===== src/rtl/inverter_pkg.sv =====
// inverter_pkg: mode encoding shared by the inverter pipeline
package inverter_pkg;
  localparam int MODE_W = 2;
  typedef enum logic [MODE_W-1:0] {
    MODE_PASS   = 2'b00,
    MODE_INV    = 2'b01,
    MODE_MASK   = 2'b10,
    MODE_TOGGLE = 2'b11
  } mode_e;
endpackage


===== src/rtl/inv_stage.sv =====
// inv_stage: one elastic register slice with valid/ready hand-off
module inv_stage #(
  parameter int WIDTH = 8
) (
  input  logic             clk,
  input  logic             rst_n,
  input  logic             up_valid,
  input  logic [WIDTH-1:0] up_data,
  input  logic             dn_ready,
  output logic             dn_valid,
  output logic [WIDTH-1:0] dn_data
);
  logic load;
  assign load = !dn_valid || dn_ready;
  always_ff @(posedge clk) begin
    if (!rst_n) begin
      dn_valid <= 1'b0;
      dn_data  <= '0;
    end else if (load) begin
      dn_valid <= up_valid;
      if (up_valid) dn_data <= up_data;
    end
  end
endmodule


===== src/rtl/inverter_pipe.sv =====
// inverter_pipe: elastic pipelined inverter bank with per-word transform mode
module inverter_pipe
  import inverter_pkg::*;
#(
  parameter int WIDTH = 8,
  parameter int DEPTH = 2
) (
  input  logic              clk,
  input  logic              rst_n,
  input  logic              in_valid,
  output logic              in_ready,
  input  logic [WIDTH-1:0]  in_data,
  input  logic [MODE_W-1:0] in_mode,
  input  logic [WIDTH-1:0]  in_mask,
  output logic              out_valid,
  input  logic              out_ready,
  output logic [WIDTH-1:0]  out_data
);
  mode_e            mode;
  logic             tog;
  logic             r;
  logic [WIDTH-1:0] xf;
  logic [DEPTH-1:0] v;
  logic [DEPTH-1:0] dn_rdy;
  logic [DEPTH-1:0] up_v;
  logic [WIDTH-1:0] up_d [DEPTH];
  logic [WIDTH-1:0] d    [DEPTH];
  assign mode = mode_e'(in_mode);
  always_comb begin
    xf = mode == MODE_PASS ? in_data :
         mode == MODE_INV  ? ~in_data :
         mode == MODE_MASK ? in_data ^ in_mask :
                             in_data ^ {WIDTH{tog}};
  end
  // a stage can take a word if it or any stage ahead of it is empty, or the sink drains
  always_comb begin
    r = out_ready;
    for (int i = DEPTH - 1; i >= 0; i--) begin
      dn_rdy[i] = r;
      r = r | ~v[i];
    end
    in_ready = r;
  end
  always_ff @(posedge clk) begin
    if (!rst_n) tog <= 1'b0;
    else if (in_valid && in_ready && mode == MODE_TOGGLE) tog <= ~tog;
  end
  for (genvar i = 0; i < DEPTH; i++) begin : g_stage
    if (i == 0) begin : g_head
      assign up_v[i] = in_valid;
      assign up_d[i] = xf;
    end else begin : g_body
      assign up_v[i] = v[i-1];
      assign up_d[i] = d[i-1];
    end
    inv_stage #(.WIDTH(WIDTH)) u_stage (
      .clk     (clk),
      .rst_n   (rst_n),
      .up_valid(up_v[i]),
      .up_data (up_d[i]),
      .dn_ready(dn_rdy[i]),
      .dn_valid(v[i]),
      .dn_data (d[i])
    );
  end
  assign out_valid = v[DEPTH-1];
  assign out_data  = d[DEPTH-1];
endmodule

===== config.mk =====
export PLATFORM = sky130hd
export DESIGN_NAME = inverter_pipe
export DESIGN_NICKNAME = d
export VERILOG_FILES = /design/src/rtl/inverter_pkg.sv /design/src/rtl/inv_stage.sv /design/src/rtl/inverter_pipe.sv
export SDC_FILE = /design/constraint.sdc
export NUM_CORES = 1
export LEC_CHECK = 0
export CAP_MARGIN = 15
export CELL_PAD_IN_SITES_DETAIL_PLACEMENT = 1
export CELL_PAD_IN_SITES_GLOBAL_PLACEMENT = 2
export CORE_ASPECT_RATIO = 0.8
export CORE_MARGIN = 2
export CORE_UTILIZATION = 28
export DETAILED_ROUTE_END_ITERATION = 16
export PLACE_DENSITY = 0.87
export SLEW_MARGIN = 20
export SYNTH_ARGS = -nofsm -noshare
export SYNTH_HDL_FRONTEND = slang
export SYNTH_HIERARCHICAL = 1
export SYNTH_SLANG_ARGS = --single-unit

===== constraint.sdc =====
create_clock -name clk -period 2.27 [get_ports clk]
set_clock_uncertainty 0.15 [all_clocks]
set_input_delay 0.227 -clock clk [delete_from_list [all_inputs] [get_ports clk]]
set_output_delay 0.227 -clock clk [all_outputs]
set_load 0.05 [all_outputs]

# == After elaboration in Yosys (flattened, before gate mapping) ==
# Cells that the tools add are included.
# op_classes
eq_ne,3
muxes,3
bitwise,8
reduce_logical,9
# ops
op,n
two-way mux 8 bit,3
XOR 8 bit,2
NOT 8 bit,1
== test 2 bit (second input constant),2
AND reduction 2 bit,2
NOT 1 bit,3
== test 2 x 1 -> 1 bit (second input constant),1
logical AND 1 bit,2
logical NOT 1 bit,2
logical NOT 2 bit,1
logical OR 1 bit,2
bitwise OR 1 bit,2
# word_totals
reg_bits,19
out_inout_bits,10

# == Logic depth before layout (Yosys ltp) ==
# depth
depth_word,5
ltp_mapped,7

# == By module ==
# Netlist, hierarchy kept.
# modules_own_cells
module,instances,cells_per_inst,area_each_um2,seq_area_each_um2
inv_stage,2,39,376.6,180.2
inverter_pipe,1,35,267.8,20.0

# == Worst setup path after synthesis ==
# Ideal clock, no wire load.
# synth_path
kind,register -> register
from,register g_stage[1].u_stage.dn_valid
to,register tog
setup_time_ps,72
arrival_time_ps,1645
t_required_ps,2048
setup_slack_ps,403
path_stages_with_launch,4
n_path_buf,0
synth_period_minus_slack_ps,1867
path_cell_list,dfxtp_1 > nand3b_1 > nand4_1 > mux2i_1
# synth_via
elab_chain_len,5
# synth_lines
item,line_no,text
start: declaration,inv_stage.sv:10,"output logic dn_valid,"
start signal: assignment,inv_stage.sv:20,dn_valid <= up_valid;
NOT 1 bit,inverter_pipe.sv:40,r = r | ~v[i];
bitwise OR 1 bit (2 in a row),inverter_pipe.sv:40,
net in_ready,inverter_pipe.sv:11,"output logic in_ready,"
logical AND 1 bit (2 in a row),inverter_pipe.sv:46,else if (in_valid && in_ready && mode == MODE_TOGGLE) tog <= ~tog;
end signal: assignment,inverter_pipe.sv:46,
end: declaration,inverter_pipe.sv:20,logic tog;
# The timed path passes the listed nets, and every way through them passes these cells.
# A chain may end at the register's enable or synchronous reset.

# == Worst setup path after layout ==
# layout_path
from,register g_stage[1].u_stage.dn_valid
to,output out_valid
# layout_lines
item,line_no,text
end: declaration,inverter_pipe.sv:15,"output logic out_valid,"
# No word-level cell between the ends.

==> metrics.md <==
| Metric | Value |
|---|---|
| Crit-path leading delay family | buffers and inverters |
| IO Port Bufs | 31 |
| Final Power | 774 uW |
| Final weighted congestion in routability-driven placement | 0.705 |
| Slew headroom | 66.2% |
| Gr usage total | 11.9% |
| Setup TNS | 0 ns |
| # IOs | 32 |
| WP data required | 1.89 ns |
| Initial Utilization | 29.4% |
| Die width | 71.5 um |
| Syn_nets | 135 |
| Share of cells above drive strength 1 | 14.1% |
| Crit path buffers/inverters | 1 |
| Total Wirelength | 2200 um |
| Fmax | 542 MHz |
| Rows | 19 |
| Synth top area cells | dfxtp_1 37%, mux2i_1 17%, nand2_1 12% |
| Total Die Area | 4150 um2 |
| Synth-to-Final Area Change | 33.6% |
| Power Dens Cells | 568 nW/um2 |
| Worst-path clk slew | 0.07 ns |
| Crit path max fanout | 4 |
| Most frequent cells in the layout | 33 x nand2_1, 30 x clkdlybuf4s50_1, 19 x dfxtp_1 |
| Yosys top cell area share | 37.3% |
| Clock buffer depth | 2 |
| Worst Tran Pin Value | 0.505 ns |
| Commonest non-fill, non-tap cell in the layout | nand2_1 |
| Fin nets | 165 |
| Detailed Routing Iterations Pass 1 | 4 |
| # Max-Cap Violations | 0 |
| CTS Buf Count | 3 |
| Fillers | 407 |
| Die Span Y | 58.0 um |
| Residual DRC | 0 |
| Core area | 3470 um2 |
| Post-synthesis sequential area ratio | 37.3% |
| Critical path arrival | 1.47 ns |
| Final Hold Viols | 0 |
| Hold Crit Class | reg -> reg |
| Post-CTS setup buffers | 0 |
| Vias in the first global route | 839 |
| Final period utilization | 81.3% |
| Synth Register Bits | 19 |
| Mean number of vias per cell | 4.41 |
| Crit-path max cell delay | 0.82 ns |
| Crit end category | output pin |
| Cell area after synthesis | 1020 um2 |
| First-pass GRT wire length | 3780 um |
| Setup crit start kind | flop |
| Skew-Pair Late Insertion Delay | 0.26 ns |
| Hpwl dp | 1760 um |
| Netlist cell types | 16 |
| Clk sinks | 19 |
| Max-slew violation count | 0 |
| Routed Antenna Nets | 0 |
| Mapped Cells | 113 |
| Min Tclk post-route | 1.84 ns |
| DR iter-0 viols | 28 |
| YS warnings | 6 |
| Final Setup Violations | 0 |
| Crit path kind | reg -> out |
| Min Hold Slack | 0.304 ns |
| Quantity of gates resized following cts | 0 |
| P_leak | 0.000536 uW |
| Hold_buf cts | 0 |
| Yosys top cell by area | dfxtp_1 |
| Vias | 812 |
| Initial antenna violation count | 0 |
| Largest net degree at the start of global routing | 37 |
| Antenna Diode Count | 0 |
| RSZ-0062 raised after global routing | false |
| Total grt overflow | 0 |
| CTS H-tree lvls | 1 |
| Peak supply drop | 0.000200 V |
| Outcome | finished clean |
| Drt wl/cell | 12.0 um |
| Slowest cell on the critical path | clkdlybuf4s50_1 |
| Mean Syn Cell Area | 9.04 um2 |
| TritonCTS clock tree | done |
| Root Driver | clkbuf_8 |
| Cells along the critical path | clkdlybuf4s50_1 |
## power breakdown
| group | internal (uW) | switching [uW] | total [uW] |
|---|---|---|---|
| Sequential | 354 | 11.7 | 366 |
| Combinational | 84.5 | 85.9 | 170 |
| Clock | 122 | 116 | 238 |
## stage by stage
step	utilization (%)	cells	area (um2)	worst slack, ns
2_1_floorplan	-	113	1020	0.403
3_3_place_gp	38.0	180	1320	0.444
3_5_place_dp	38.0	180	1320	0.348
4_1_cts	39.3	184	1360	0.410
5_1_grt	39.3	184	1360	0.391
6_report	39.3	184	1360	0.425
## sequential cells by signal (all words and copies together) (netlist names)
signal,flops
g_stage.u_stage/dn_data,16
g_stage.u_stage/dn_valid,2
tog,1
## cells in the mapped netlist, drive strengths merged
| library cell | instances |
|---|---|
| and3b | 1 |
| nand4 | 1 |
| nor2 | 8 |
| xor2 | 8 |
| a21oi | 8 |
| dfxtp | 19 |
| buf | 9 |
| nand2 | 33 |
| mux2i | 17 |
| nand2b | 2 |
| nor2b | 4 |
| o21a | 2 |
| nand3b | 1 |
## layout make-up
type | count | area, um2 | area share [%]
multi-input cells | 85 | 554 | 40.6
flip-flops and latches | 19 | 380 | 27.9
repair buffers | 34 | 330 | 24.2
well taps | 42 | 52.6 | 3.85
clock buffers | 3 | 41.3 | 3.03
clock inverters | 1 | 5.00 | 0.367
## cells by family after synthesis
group / synth area share (%)
simple gates: 25.4
xor+xnor: 6.86
flops: 37.3
compound gates: 5.39
mux: 16.7
buf+inv: 8.46
## metal layers
| metal | vias up | part of all wire [%] | track usage (%) |
|---|---|---|---|
| met4 | 0 | 2.3 | 6.47 |
| met5 | - | 0 | 0 |
| met2 | 30 | 41 | 18.1 |
| met3 | 5 | 6.9 | 2.61 |
| li1 | 420 | - | - |
| met1 | 357 | 50 | 15.7 |
## path summary, 6_finish.rpt
| path | start | to | slack [ns] | cells past startpoint |
|---|---|---|---|---|
| hold reg to reg | g_stage[1].u_stage/dn_data[2]$_SDFFE_PN0P_ | g_stage[1].u_stage/dn_data[2]$_SDFFE_PN0P_ | 0.30 | 2 |
| hold / removal | g_stage[1].u_stage/dn_data[2]$_SDFFE_PN0P_ | g_stage[1].u_stage/dn_data[2]$_SDFFE_PN0P_ | 0.30 | 2 |
| setup reg to reg | tog$_SDFFE_PN0P_ | g_stage[0].u_stage/dn_data[0]$_SDFFE_PN0P_ | 0.75 | 5 |
| setup / recovery | g_stage[1].u_stage/dn_valid$_SDFFE_PN0P_ | out_valid | 0.43 | 1 |
No activity file was read; power rests on OpenSTA's default activity.
